[config.mk]
export PLATFORM = sky130hd
export DESIGN_NAME = bcd_down_timer
export DESIGN_NICKNAME = d
export VERILOG_FILES = /design/src/rtl/bcd_down_timer.sv
export SDC_FILE = /design/constraint.sdc
export NUM_CORES = 1
export LEC_CHECK = 0
export CAP_MARGIN = 20
export CORE_MARGIN = 4
export CORE_UTILIZATION = 35
export DETAILED_ROUTE_END_ITERATION = 16
export GPL_ROUTABILITY_DRIVEN = 0
export PLACE_DENSITY = 0.67
export RECOVER_POWER = 50
export SETUP_SLACK_MARGIN = 0.4
export SLEW_MARGIN = 25
export SYNTH_ARGS = -nofsm -noshare
export SYNTH_HDL_FRONTEND = slang
export SYNTH_SLANG_ARGS = --single-unit
[constraint.sdc]
create_clock -name clk -period 2.02 [get_ports clk]
set_clock_uncertainty 0.2 [all_clocks]
set_input_delay 0.505 -clock clk [delete_from_list [all_inputs] [get_ports clk]]
set_output_delay 0.505 -clock clk [all_outputs]
set_load 0.02 [all_outputs]
[src/rtl/bcd_down_timer.sv]
// Loadable multi-digit BCD countdown timer with prescaled decrement,
// start/stop control and a one-cycle done pulse when it reaches zero.
module bcd_down_timer #(
  parameter int DIGITS   = 4,
  parameter int PRESCALE = 1
) (
  input  logic                  clk,
  input  logic                  rstn,
  input  logic                  load,
  input  logic [4*DIGITS-1:0]   load_val,
  input  logic                  start,
  input  logic                  stop,
  output logic [4*DIGITS-1:0]   cnt,
  output logic                  busy,
  output logic                  done,
  output logic                  err,
  output logic [1:0]            state_dbg
);

  // Handshake: load/start are sampled only in IDLE (load wins), stop only
  // in RUN; done and err are single-cycle registered pulses.

  localparam int W  = 4 * DIGITS;
  localparam int PW = (PRESCALE > 1) ? $clog2(PRESCALE) : 1;
  localparam logic [PW-1:0] PRE_MAX = PW'(PRESCALE - 1);

  typedef enum logic [1:0] {
    S_IDLE = 2'd0,
    S_RUN  = 2'd1,
    S_DONE = 2'd2
  } state_t;

  state_t        state, state_nx;
  logic [PW-1:0] presc, presc_nx;
  logic [W-1:0]  cnt_nx, cnt_dec;
  logic          err_nx, load_ok, tick, cnt_zero, dec_zero, borrow;

  always_comb begin
    load_ok = 1'b1;
    for (int i = 0; i < DIGITS; i++) begin
      if (load_val[4*i +: 4] > 4'd9) load_ok = 1'b0;
    end
  end

  // Ripple borrow: trailing zero digits become 9 until a nonzero digit absorbs it.
  always_comb begin
    cnt_dec = cnt;
    borrow  = 1'b1;
    for (int i = 0; i < DIGITS; i++) begin
      if (borrow) begin
        if (cnt[4*i +: 4] == 4'd0) begin
          cnt_dec[4*i +: 4] = 4'd9;
        end else begin
          cnt_dec[4*i +: 4] = cnt[4*i +: 4] - 4'd1;
          borrow = 1'b0;
        end
      end
    end
  end

  assign cnt_zero = (cnt == '0);
  assign dec_zero = (cnt_dec == '0);
  assign tick     = (state == S_RUN) && !stop && (presc == PRE_MAX) && !cnt_zero;

  always_ff @(posedge clk or negedge rstn) begin
    if (!rstn) state <= S_IDLE;
    else       state <= state_nx;
  end

  always_comb begin
    state_nx = state;
    case (state)
      S_IDLE: if (!load && start) state_nx = cnt_zero ? S_DONE : S_RUN;
      S_RUN: begin
        if (stop)                 state_nx = S_IDLE;
        else if (tick && dec_zero) state_nx = S_DONE;
      end
      S_DONE:  state_nx = S_IDLE;
      default: state_nx = S_IDLE;
    endcase
  end

  always_comb begin
    cnt_nx   = cnt;
    presc_nx = presc;
    err_nx   = 1'b0;
    case (state)
      S_IDLE: begin
        if (load) begin
          if (load_ok) cnt_nx = load_val;
          else         err_nx = 1'b1;
        end else if (start) begin
          presc_nx = '0;
        end
      end
      S_RUN: begin
        // A stop freezes both count and prescaler, even on a tick edge.
        if (!stop) begin
          presc_nx = (presc == PRE_MAX) ? '0 : presc + PW'(1);
          if (tick) cnt_nx = cnt_dec;
        end
      end
      default: ;
    endcase
  end

  always_ff @(posedge clk or negedge rstn) begin
    if (!rstn) begin
      cnt   <= '0;
      presc <= '0;
      busy  <= 1'b0;
      done  <= 1'b0;
      err   <= 1'b0;
    end else begin
      cnt   <= cnt_nx;
      presc <= presc_nx;
      busy  <= (state_nx == S_RUN);
      done  <= (state_nx == S_DONE);
      err   <= err_nx;
    end
  end

  assign state_dbg = state;

endmodule
Word-level counts from Yosys, hierarchy flattened
Index checks and enable logic that the tools add are counted.
Widths: inputs -> output; s select.
{"block": "classes", "addsub": 5, "order_cmp": 4, "eq_ne": 9, "muxes": 34, "bitwise": 1, "reduce_logical": 18}
{"op": "$mux 16", "n": 4}
{"op": "$logic_not 16->1", "n": 2}
{"op": "$pmux 16 s2", "n": 1}
{"op": "$mux 4", "n": 7}
{"op": "$gt 4x4->1 const B", "n": 4}
{"op": "$logic_not 4->1", "n": 4}
{"op": "$mux 1", "n": 16}
{"op": "$sub 4x1->4 const B", "n": 4}
{"op": "$ne 2x2->1 const B", "n": 6}
{"op": "$mux 2", "n": 4}
{"op": "$logic_and 1x1->1", "n": 5}
{"op": "$reduce_and 5->1", "n": 1}
{"op": "$eq 2x1->1 const B", "n": 2}
{"op": "$pmux 2 s2", "n": 1}
{"op": "$reduce_and 4->1", "n": 1}
{"op": "$logic_not 1->1", "n": 3}
{"op": "$eq 2x2->1 const B", "n": 1}
{"op": "$logic_not 2->1", "n": 1}
{"op": "$pmux 1 s2", "n": 1}
{"op": "$reduce_bool 2->1", "n": 1}
{"op": "$add 1x1->1 const B", "n": 1}
{"op": "$not 1->1", "n": 1}
{"block": "totals", "ff_bits": 22, "word_cells": 77}

Longest topological paths before layout
{"block": "depth", "ltp_word": 11, "ltp_mapped": 6}

Least setup slack after synthesis
OpenSTA, ideal clock, no wires.
{"block": "synth_timing", "path_kind": "register to register", "start": "reg cnt[3]", "end": "reg cnt[12]", "arrival_time_ps": 1847, "required_time_ps": 1691, "path_slack_ps": -156, "path_stages_with_launch": 7, "n_path_buf": 1, "period_less_slack_ps": 2176, "path_cell_list": "dfrtp_1 -> nor4_4 -> nand3_4 -> or3_4 -> buf_6 -> a311oi_1 -> a21oi_1"}
{"block": "synth_via", "elab_chain_len": 8}
{"element": "from (decl)", "line": "13", "rtl": "output logic [4*DIGITS-1:0] cnt,"}
{"element": "from (signal assigned)", "line": "115", "rtl": "cnt <= cnt_nx;"}
{"element": "$logic_not 4->1", "line": "51", "rtl": "if (cnt[4*i +: 4] == 4'd0) begin"}
{"element": "$mux 1", "line": "51"}
{"element": "$mux 1 (2 in a row)", "line": "50", "rtl": "if (borrow) begin"}
{"element": "$mux 4", "line": "50"}
{"element": "$mux 16", "line": "100", "rtl": "if (tick) cnt_nx = cnt_dec;"}
{"element": "$mux 16", "line": "98", "rtl": "if (!stop) begin"}
{"element": "$pmux 16 s2", "line": "87", "rtl": "case (state)"}
Several ways; a longest one is shown, not always the timed one. The select of a mux whose other input is x is not followed.
A chain may end at the register's enable or synchronous reset.

Worst setup path after layout
{"block": "layout_timing", "start": "reg cnt[0]", "end": "reg cnt[3]"}
{"block": "layout_via", "elab_chain_len": 5}
{"element": "$sub 4x1->4 (tied with other cells)", "line": "54", "rtl": "cnt_dec[4*i +: 4] = cnt[4*i +: 4] - 4'd1;"}
{"element": "$mux 4 or $logic_not 1->1 (tied branches)", "line": "51, 63"}
{"element": "$mux 16 or $logic_and 1x1->1 (tied branches)", "line": "100, 63"}
{"element": "$mux 16 or $ne 2x2->1 (tied branches)"}
{"element": "$pmux 16 s2 or $reduce_and 5->1 (tied branches)"}
Several ways; a longest one is shown, not always the timed one. The select of a mux whose other input is x is not followed.

==> results.tsv <==
stage	metric	value	unit
outcome	status	finished with violations	
outcome	failed_checks	setup timing	
worst_setup_path	start_kind	flip-flop	
worst_setup_path	path_class	reg2reg	
route	wirelength	5440	um
clock_network	clkTransAtPathRegs	80	ps
hold_path	hold_path_end	cnt[5]	
sta	worst_pin_slew	542	ps
power	power_density	972	nW/um^2
route	drt_iter0_drc	105	
power	p_int	1500	uW
worst_setup_path	crit_path_end_kind	flip-flop	
power	leakagePower	0.00105	uW
sta	setup_ws	-151	ps
flow_run	max_cap_violations	0	
worst_setup_path	r2r-end	cnt[3]	
route	drtAntennaViolNets	0	
sta	finalHoldViolCount	0	
placed_design	io_buffer_count	41	
final_layout	drive_above_1_share	47.6	%
power	p_seq_share	25.9	%
floorplanning	io_pins	42	
power	combPwrFrac	62.9	%
floorplanning	die_x	70.2	um
sta	rsz0062_at_grt	true	
final_layout	postLayoutCellArea	2590	sq um
final_layout	diodes	0	
global_routing	track_usage	21.6	%
yosys	synth_seq_cells	21	
worst_setup_path	crit_required	1980	ps
worst_setup_path	r2r_slack	-150	ps
floorplanning	initial_utilization	36.7	%
sta	worst_slew_margin_rel	63.8	%
global_routing	grt_max_degree	22	
route	vias	1740	
route	vias_per_cell	5.84	
hold_path	hold_path_depth	1	
floorplanning	core_area	3690	sq um
power	finalPower	2510	uW
placed_design	placedCellCount	279	
global_routing	grt_pass1_vias	1794	
final_layout	syn_to_final_growth	91.1	%
route	remaining_drc_errors	0	
route	wl_per_cell	18.3	um
clock_network	cts.sink_count	21	
worst_setup_path	reg2reg_from	cnt[0]	
power	power_frac_clock	11.3	%
clock_network	cts_root_buf	clkbuf_8	
worst_setup_path	worstRegToRegCells	9	
clock_network	numCtsBuffers	3	
sta	min_period	2170	ps
power	power.switching	1020	uW
sta	setup_viol_count_final	19	
clock_network	h-tree-depth	1	
clock_network	cts_hold_buf	0	
floorplanning	die_height	70.2	um
global_routing	overflow	0	
power	sw_frac_of_total	40.4	%
global_routing	grt_pass1_wl	8640	um
global_routing	antenna_found_initial	0	
sta	drv_slew	0	
hold_path	hp-start	cnt[5]	
clock_network	cts_tree	built	
placed_design	placed_area	2160	sq um
placed_design	dp_hpwl	3680	um
final_layout	layoutNonFillerInstCount	298	
worst_setup_path	cp.arrival	2130	ps
worst_setup_path	crit_fanout	5	
clock_network	worstSkewPairLatency	260	ps
yosys	synth_cell_types	39	
floorplanning	row_count	22	
power	ir_drop	0.000845	V
sta	fmax	461	MHz
yosys	synth_cells	156	
floorplanning	dieArea	4930	sq um
yosys	synth_fp_nets	177	
final_layout	nets	272	
sta	post-route-period-util	107	%
hold_path	hold_path.class	reg2reg	
yosys	syn_area	1350	sq um
yosys	syn_avg_cell_area	8.68	sq um
yosys	yosysSeqAreaShare	38.8	%
yosys	yosysWarnings	0	
route	drtPass1Iterations	4	
clock_network	clockBufferDepth	2	
==> through the flow <==
step           setup WS, ps  util [%]  hold slack [ps]  setup TNS (ps)
2_1_floorplan         -95.7         -             9.41            -647
3_3_place_gp           -501      58.6              346           -6500
3_5_place_dp           -523      58.6              355           -6800
4_1_cts               -97.8      66.8              378            -481
5_1_grt                -236      70.1              398           -3280
6_report               -151      70.1              377           -1420
==> registers in the layout, summed over array words and instances (netlist names) <==
signal	cells
busy	1
done	1
state_dbg	2
cnt	16
err	1
==> repair_timing <==
item / 4_1_cts / 5_1_grt
gates resized for setup: 153 / 19
endpoints found under the setup margin: 42 / 38
pin swaps: 17 / 12
buffers inserted: 6 / 8
cloned: 1 / 0
endpoints found under the hold margin: 0 / 0
==> cells in the final DEF, fill, tap and decap left out, types with 5 or more instances in the layout <==
cell,count
o21ai_1,5
nor2_1,9
nand2_1,17
nand3_1,10
buf_4,30
dfrtp_1,18
a21oi_1,6
clkdlybuf4s50_1,19
o21ai_0,7
buf_6,38
==> power groups by stage <==
stage	sequential (uW)	combinational, uW	clock [uW]
global route	668	1680	312
finish	651	1580	283
global placement	633	1220	0
detailed placement	640	1250	0
CTS	647	1430	288
floorplan	865	341	0
==> logic make-up (layout without fill, tap and decap cells) <==
| group | count (synthesis) | count (layout) | share of synthesized area (%) |
|---|---|---|---|
| flops | 21 | 21 | 38.8 |
| simple gates | 62 | 62 | 24.9 |
| mux | 1 | 1 | 0.832 |
| compound gates | 59 | 59 | 31.2 |
| buf+inv | 13 | 107 | 4.25 |
==> synthesized netlist by cell type (all sizes together) <==
master	n	share of area (%)
a311oi	4	2.6
inv	4	1.1
a22oi	3	1.7
buf	2	1.2
o21ai	14	5.2
nor2	9	2.5
o211ai	1	0.55
o32ai	2	1.3
nor4	2	2.0
o2bb2a	2	2.2
o21bai	1	0.55
nor3b	1	0.55
o21a	1	0.55
mux2	1	0.83
or4	1	0.55
a21oi	11	4.1
clkbuf	7	1.9
nand4	3	1.4
and3	2	0.92
nand3b	1	0.55
or3	2	1.3
o31ai	7	4.9
nor2b	3	1.4
nand2	18	5.0
nand2b	1	0.46
a32o	4	3.0
o2bb2ai	2	1.3
o22ai	6	2.8
nand3	12	5.4
nor3	6	2.2
o311ai	1	0.65
dfrtp	21	39
and4	1	0.65
==> metal layers <==
layer | share of wire [%] | track usage [%]
met5 | 0 | 0
met4 | 3.4 | 8.30
met3 | 5.3 | 3.31
met2 | 49 | 35.6
met1 | 43 | 28.5
==> final cells by class <==
class / instances / area [sq um]
timing repair buffer: 99 / 972
clock buffer: 4 / 45.0
tap: 48 / 60.1
sequential: 21 / 529
multi-input combinational: 122 / 966
fill: 295 / 1100
inverter: 4 / 15.0
==> critical path, stage by stage (launching register included) <==
cell	delay, ps
dfrtp_2	430
nor4_4	260
buf_4	170
nand3_4	80
buf_6	150
o31ai_4	230
buf_4	170
buf_6	130
a21oi_2	60
o2bb2a_4	190
==> how the worst max path moves through the flow <==
| stage | start | slack (ps) | to |
|---|---|---|---|
| after detailed placement | load_val[14] | -520 | cnt[9] |
| after floorplan | cnt[0] | -100 | cnt[12] |
| final | cnt[0] | -150 | cnt[3] |
| after global routing | cnt[0] | -240 | cnt[10] |
| after CTS | cnt[3] | -100 | cnt[10] |
| after global placement | load_val[14] | -500 | cnt[0] |
Power figures use the tool's default switching activity.
